==> config.mk <==
export PLATFORM = sky130hd
export DESIGN_NAME = lim_mem_datapath
export DESIGN_NICKNAME = d
export VERILOG_FILES = /design/src/rtl/lim_pkg.sv /design/src/rtl/lim_alu.sv /design/src/rtl/lim_mem_datapath.sv
export SDC_FILE = /design/constraint.sdc
export NUM_CORES = 2
export LEC_CHECK = 0
export CORE_ASPECT_RATIO = 1.2
export CORE_MARGIN = 10
export CORE_UTILIZATION = 45
export DETAILED_ROUTE_END_ITERATION = 12
export SLEW_MARGIN = 20
export SYNTH_ARGS = -nofsm -noshare
export SYNTH_HDL_FRONTEND = slang
export SYNTH_SLANG_ARGS = --single-unit
==> constraint.sdc <==
create_clock -name clk_i -period 11.77 [get_ports clk_i]
set_input_delay 2.9425 -clock clk_i [delete_from_list [all_inputs] [get_ports clk_i]]
set_output_delay 2.9425 -clock clk_i [all_outputs]
set_load 0.05 [all_outputs]
==> src/rtl/lim_pkg.sv <==
// Shared types and helpers for the LiM memory datapath: opcode and FSM
// enumerations plus the bitwise LiM operation itself.
package lim_pkg;

  typedef enum logic [1:0] {
    LIM_NONE = 2'd0,
    LIM_XOR  = 2'd1,
    LIM_AND  = 2'd2,
    LIM_OR   = 2'd3
  } lim_op_e;

  typedef enum logic [1:0] {
    ST_IDLE = 2'd0,
    ST_BUSY = 2'd1,
    ST_DONE = 2'd2
  } state_e;

  // Unknown function codes, and every code when LiM is disabled, behave as NONE.
  function automatic lim_op_e lim_decode(input logic [7:0] funct, input logic lim_en);
    lim_op_e op;
    op = LIM_NONE;
    if (lim_en) begin
      case (funct)
        8'd1:    op = LIM_XOR;
        8'd2:    op = LIM_AND;
        8'd3:    op = LIM_OR;
        default: op = LIM_NONE;
      endcase
    end
    return op;
  endfunction

  function automatic logic [31:0] lim_op(input logic [31:0] a, input logic [31:0] m,
                                         input lim_op_e op);
    logic [31:0] res;
    case (op)
      LIM_XOR: res = a ^ m;
      LIM_AND: res = a & m;
      LIM_OR:  res = a | m;
      default: res = a;
    endcase
    return res;
  endfunction

endpackage

==> src/rtl/lim_alu.sv <==
// Combinational LiM unit: applies the opcode to the stored word and merges
// byte lanes for both the store path and the load path.
module lim_alu
  import lim_pkg::*;
(
  input  logic [31:0] i_word,
  input  logic [31:0] i_mask,
  input  logic [31:0] i_wdata,
  input  lim_op_e     i_op,
  input  logic [3:0]  i_be,
  output logic [31:0] o_wr_word,
  output logic [31:0] o_rd_word
);

  logic [31:0] w_op_res;
  logic [31:0] w_store_src;

  assign w_op_res    = lim_op(i_word, i_mask, i_op);
  // A plain store writes the bus data; a LiM store writes op(old, mask).
  assign w_store_src = (i_op == LIM_NONE) ? i_wdata : w_op_res;

  always_comb begin
    o_wr_word = i_word;
    o_rd_word = '0;
    for (int b = 0; b < 4; b++) begin
      if (i_be[b]) begin
        o_wr_word[8*b +: 8] = w_store_src[8*b +: 8];
        o_rd_word[8*b +: 8] = w_op_res[8*b +: 8];
      end
    end
  end

endmodule

==> src/rtl/lim_mem_datapath.sv <==
// Racetrack-style word memory with Logic-in-Memory ops; every access is a
// fixed-latency transaction that finishes with a single r_valid_o pulse.
module lim_mem_datapath
  import lim_pkg::*;
#(
  parameter int ADDR_WIDTH   = 8,
  parameter int MAX_SIZE     = 256,
  parameter int MEM_MODE     = 1,
  parameter int SHIFT_CYCLES = 4
) (
  input  logic                  clk_i,
  input  logic                  rstn_i,
  input  logic                  clk_m_i,
  input  logic                  Bz_s_i,
  input  logic                  write_pulse_i,
  input  logic                  read_pulse_i,
  input  logic                  en_ab_i,
  input  logic [3:0]            be_b_i,
  input  logic [ADDR_WIDTH-1:0] ADDR_i,
  input  logic [31:0]           write_i_data_i,
  input  logic                  write_en_data_i,
  input  logic [31:0]           mask_i,
  input  logic [7:0]            logic_in_memory_funct_int_i,
  input  logic                  range_active_i,
  output logic [31:0]           r_data_o,
  output logic                  r_valid_o
);

  localparam int WORDS = MAX_SIZE / 4;
  localparam int IDX_W = (WORDS > 1) ? $clog2(WORDS) : 1;
  localparam int CNT_W = $clog2(SHIFT_CYCLES + 1);
  localparam logic [CNT_W-1:0] CNT_LAST = CNT_W'(SHIFT_CYCLES - 2);

  state_e           r_state;
  logic [CNT_W-1:0] r_cnt;
  logic [IDX_W-1:0] r_idx;
  logic [3:0]       r_be;
  logic [31:0]      r_wdata;
  logic [31:0]      r_mask;
  logic             r_we;
  lim_op_e          r_op;
  logic [31:0]      r_mem [WORDS];

  logic [IDX_W-1:0] w_idx;
  logic [31:0]      w_word;
  logic [31:0]      w_wr_word;
  logic [31:0]      w_rd_word;
  lim_op_e          w_op;
  logic             w_unused_ok;

  // Low word-index bits only: the byte offset is dropped and large indices wrap.
  assign w_idx  = ADDR_i[IDX_W+1:2];
  assign w_op   = lim_decode(logic_in_memory_funct_int_i, MEM_MODE != 0);
  assign w_word = r_mem[r_idx];

  // Strobes are informational and range ops are reserved.
  assign w_unused_ok = ^{clk_m_i, Bz_s_i, write_pulse_i, read_pulse_i,
                         range_active_i, ADDR_i[1:0]};

  lim_alu u_alu (
    .i_word    (w_word),
    .i_mask    (r_mask),
    .i_wdata   (r_wdata),
    .i_op      (r_op),
    .i_be      (r_be),
    .o_wr_word (w_wr_word),
    .o_rd_word (w_rd_word)
  );

  always_ff @(posedge clk_i or negedge rstn_i) begin
    if (!rstn_i) begin
      r_state   <= ST_IDLE;
      r_cnt     <= '0;
      r_idx     <= '0;
      r_be      <= '0;
      r_wdata   <= '0;
      r_mask    <= '0;
      r_we      <= 1'b0;
      r_op      <= LIM_NONE;
      r_data_o  <= '0;
      r_valid_o <= 1'b0;
      for (int i = 0; i < WORDS; i++) begin
        r_mem[i] <= '0;
      end
    end else begin
      r_valid_o <= 1'b0;
      case (r_state)
        ST_IDLE: begin
          if (en_ab_i) begin
            r_idx   <= w_idx;
            r_be    <= be_b_i;
            r_wdata <= write_i_data_i;
            r_mask  <= mask_i;
            r_we    <= write_en_data_i;
            r_op    <= w_op;
            r_cnt   <= '0;
            r_state <= ST_BUSY;
          end
        end
        ST_BUSY: begin
          // Models the racetrack shift delay; requests arriving now are dropped.
          if (r_cnt == CNT_LAST) begin
            r_state <= ST_DONE;
          end else begin
            r_cnt <= r_cnt + 1'b1;
          end
        end
        ST_DONE: begin
          if (r_we) begin
            r_mem[r_idx] <= w_wr_word;
            r_data_o     <= w_wr_word;
          end else begin
            r_data_o     <= w_rd_word;
          end
          r_valid_o <= 1'b1;
          r_state   <= ST_IDLE;
        end
        default: r_state <= ST_IDLE;
      endcase
    end
  end

endmodule

==> flow_summary.toml <==
[outcome]
status = "complete, no violations"

[placement]
post-dp-hpwl_mm = 204.0
dp_worst_setup_slack_ns = 4.676
io_buffers = 118
gp_congestion = 0.8575

[sta]
setup_violations = 0
worst-slew-pin-transition_ns = 1.221
achievable-frequency_ghz = 0.1314
slew_headroom_pct = 18.62
finalClockSkew_ns = 0.05343
sum_neg_setup_slack_ns = 0
period_minus_slack_ns = 7.612
unrepaired_setup_endpoints_after_global_routing = "no"
worst_slack_ns = 4.158
finalHoldViolations = 0
timing.final.max_slew_violations = 0
period_share_pct = 64.67

[cts]
cts-htree-levels = 4
clock_sinks = 2163
clkLatencyLatePin_ns = 0.88
path_clk_slew_ns = 0.07
cts-resized-gates = 0
holdBufCountCts = 0
tritoncts.num_buffers = 210
clock-root-buffer = "sky130_fd_sc_hd__clkbuf_16"
cts.path.max_buffers = 3
cts_tree = "yes"
cts_setup_buffers = 0

[yosys]
netlist_area_mm2 = 0.09621
synth_cell_type_count = 83
number_of_synthesized_flops_with_an_enable_pin = 0
ys.warnings.count = 0
net_count_after_synthesis = 9955
ys_async_sr_fraction_pct = 100.0
synthCells = 9796
ys.flop_type = "sky130_fd_sc_hd__dfrtp_1"
ys_ff_latch = 2163
synth.avg_cell_area_um2 = 9.821
seq_area_frac_synth_pct = 56.26

[route]
drt_first_pass_iters = 6
detail_route.iter0.violations = 8383
routed_wl_mm = 346.9
wl_per_cell_um = 28.06
detailroute.via_count = 77314
ant_nets = 0
vias_per_cell = 6.253
detail_route.drc_violations = 0

[floorplanning]
floorplan.die_area_mm2 = 0.2328
die_y_extent_um = 526.5
die_w_um = 442.1
initial_utilization_pct = 45.32
boundaryPins = 126
core_area_mm2 = 0.2123
fp-row-count = 185

[pwr]
total_switching_power_mw = 12.07
switching_share_of_total_power_pct = 45.96
pwr-share-seq_pct = 32.3
irDropWorstVdd_mv = 0.2408
share_comb_of_total_power_pct = 41.2
pwr_density_cell_mw_per_mm2 = 247.8
leakagePower_nw = 45.87
clock_power_share_pct = 26.5
cell_internal_pwr_mw = 14.19

[cells_and_area]
final_layout_size_suffix_gt1_share_pct = 11.12
nFillCells = 19430
multi_input_comb_area_mm2 = 0.03767
nNetsFinal = 9535
area.growth.synth_to_final_pct = 10.13
postLayoutCoreUtil_pct = 49.92
layout.area.seq_mm2 = 0.05414

[critical_path]
crit_path_start_kind = "flop"
timing_worst_setup_path_type = "reg2reg"
timing.critical_path.from = "r_idx[0]"
rr_startpoint = "r_idx[0]"
timing.critical_path.fanout_max = 64
worst-endpoint-required_ns = 12.45
cp.arrival_ns = 8.29
timing.critical_path.to_type = "flop"

[global_route]
grt_overflow_total = 0
grt_pass1_vias = 74907
grt_antenna_before_repair = 15
pin_count_of_the_biggest_net_entering_global_routing = 182
global_route.usage.total_pct = 29.12
grt_pass1_wl_mm = 513.6

[worst_hold_path]
min_path_type = "reg2reg"
hold_path_origin = "r_mem[2002]"

[job]
drv.max_cap_violation_count = 0
worst max-delay path, cell delays in order, from the launching register on:
cell	delay, ns
sky130_fd_sc_hd__dfrtp_4	0.87
sky130_fd_sc_hd__buf_4	0.63
sky130_fd_sc_hd__clkinv_2	0.73
sky130_fd_sc_hd__buf_12	0.49
sky130_fd_sc_hd__mux4_2	0.40
sky130_fd_sc_hd__o32ai_1	0.09
sky130_fd_sc_hd__a2111oi_0	0.99
sky130_fd_sc_hd__nand4_1	0.72
sky130_fd_sc_hd__nor2_1	0.48
sky130_fd_sc_hd__inv_1	0.15
sky130_fd_sc_hd__ha_1	0.20
sky130_fd_sc_hd__o21ai_0	0.14
sky130_fd_sc_hd__a21oi_1	0.13
sky130_fd_sc_hd__o21ai_0	0.11
sky130_fd_sc_hd__nand2_1	0.11
sky130_fd_sc_hd__o21ai_4	0.10
sky130_fd_sc_hd__buf_4	0.61
sky130_fd_sc_hd__o21ai_0	0.21
cells by family (layout without fill, tap and decap cells):
| family | after synthesis | after routing | synth area share (%) |
|---|---|---|---|
| AOI/OAI and AO/OA | 3503 | 3503 | 22.57 |
| other | 0 | 5 | 0 |
| and+or+nand+nor | 2722 | 2722 | 11.15 |
| adders and majority gates | 66 | 66 | 0.8584 |
| muxes | 281 | 281 | 3.946 |
| DFF | 2163 | 2163 | 56.26 |
| buffers and inverters | 1061 | 819 | 5.222 |
power by group through the flow:
stage               sequential [mW]  clock (mW)  combinational [mW]
finish                         8.47        6.96                10.8
global route                   8.53        7.33                11.2
CTS                            8.46        7.04                10.5
detailed placement             8.59           0                10.5
global placement               8.56           0                10.4
floorplan                      8.53           0                6.10
registers in the layout, summed over array words and instances (netlist names):
register	cells
r_be	4
r_mem	2048
r_valid_o	1
r_we	1
r_idx	6
r_data_o	32
r_mask	32
r_cnt	3
r_op	2
r_wdata	32
r_state	2
Yosys cell counts (8+ instances only):
library cell,n,area [µm²]
sky130_fd_sc_hd__dfrtp_1,2163,54130
sky130_fd_sc_hd__a222oi_1,19,190.2
sky130_fd_sc_hd__nor2_1,615,2308
sky130_fd_sc_hd__nor2b_1,11,68.82
sky130_fd_sc_hd__nand3_1,30,150.1
sky130_fd_sc_hd__a221o_1,36,360.4
sky130_fd_sc_hd__o211ai_1,12,90.09
sky130_fd_sc_hd__mux4_2,65,1464
sky130_fd_sc_hd__clkbuf_1,658,2470
sky130_fd_sc_hd__a221oi_1,513,4493
sky130_fd_sc_hd__buf_4,44,330.3
sky130_fd_sc_hd__a31oi_1,11,68.82
sky130_fd_sc_hd__o21ai_2,63,551.8
sky130_fd_sc_hd__o21ai_0,1745,8733
sky130_fd_sc_hd__o21a_1,8,60.06
sky130_fd_sc_hd__buf_6,92,1036
sky130_fd_sc_hd__o22a_1,12,105.1
sky130_fd_sc_hd__o221ai_1,49,429.2
sky130_fd_sc_hd__nand2b_1,16,100.1
sky130_fd_sc_hd__a22oi_1,215,1614
sky130_fd_sc_hd__a22o_1,39,341.6
sky130_fd_sc_hd__buf_1,39,146.4
sky130_fd_sc_hd__a21oi_1,497,2487
sky130_fd_sc_hd__nand3b_1,21,157.7
sky130_fd_sc_hd__o2bb2ai_1,16,140.1
sky130_fd_sc_hd__a21oi_2,63,551.8
sky130_fd_sc_hd__nand4_1,11,68.82
sky130_fd_sc_hd__o22ai_1,131,819.5
sky130_fd_sc_hd__nor3_1,44,220.2
sky130_fd_sc_hd__mux2_2,136,1531
sky130_fd_sc_hd__inv_1,74,277.8
sky130_fd_sc_hd__nand2_1,1920,7207
sky130_fd_sc_hd__mux2i_1,80,800.8
sky130_fd_sc_hd__a211oi_1,10,75.07
sky130_fd_sc_hd__ha_1,66,825.8
sky130_fd_sc_hd__buf_2,142,710.7
cell usage in the layout (no fill, tap or decap), drive strengths merged, types with 16 or more instances in the layout:
| master | n |
|---|---|
| a222oi | 19 |
| a22o | 39 |
| mux4 | 65 |
| o22ai | 131 |
| clkdlybuf4s50 | 117 |
| clkbuf | 309 |
| nor2 | 617 |
| o2bb2ai | 16 |
| o21ai | 1813 |
| nand3b | 21 |
| clkinv | 63 |
| nor3 | 50 |
| inv | 87 |
| a22oi | 215 |
| nand2b | 16 |
| ha | 66 |
| mux2 | 136 |
| a221o | 36 |
| o221ai | 49 |
| a21oi | 562 |
| mux2i | 80 |
| buf | 228 |
| nand2 | 1920 |
| a221oi | 513 |
| dfrtp | 2163 |
| nand3 | 30 |
layer usage:
metal / share of wire, % / track usage, % / wire [µm]
met1: 40 / 38.62 / 140100
met5: 0.018 / 0 / 63
met3: 9.2 / 6.371 / 32060
met4: 4.7 / 12.56 / 16350
met2: 46 / 46.08 / 158300
worst paths after layout:
path                          endpoint  slack, ns  cells after the start
max in group asynchronous  r_mem[1754]       7.29                      3
min                        r_mem[2002]       0.47                      2
min in group asynchronous   r_state[0]       2.03                      1
max reg2reg                 r_mem[792]       4.16                     17
max                         r_mem[792]       4.16                     17
min reg2reg                r_mem[2002]       0.47                      2
stage by stage:
stage	area [µm²]	cells	hold WS [ns]	power (mW)
after detailed placement	98810	11967	0.4645	19.09
after global placement	98800	11967	0.4562	18.97
final	106000	12364	0.4728	26.26
after floorplan	96210	9796	0.4425	14.62
after CTS	105900	12357	0.4777	26.01
after global routing	105900	12360	0.4939	27.08
area by class of cell:
class / count / share of cell area [%]
Clock buffer: 307 / 5.853
Tap cell: 2805 / 3.312
Timing Repair Buffer: 347 / 3.015
Sequential cell: 2163 / 51.10
Clock inverter: 83 / 0.8491
Multi-Input combinational cell: 6572 / 35.56
Antenna cell: 5 / 0.01181
Inverter: 82 / 0.3059
Power figures use the tool's default switching activity.
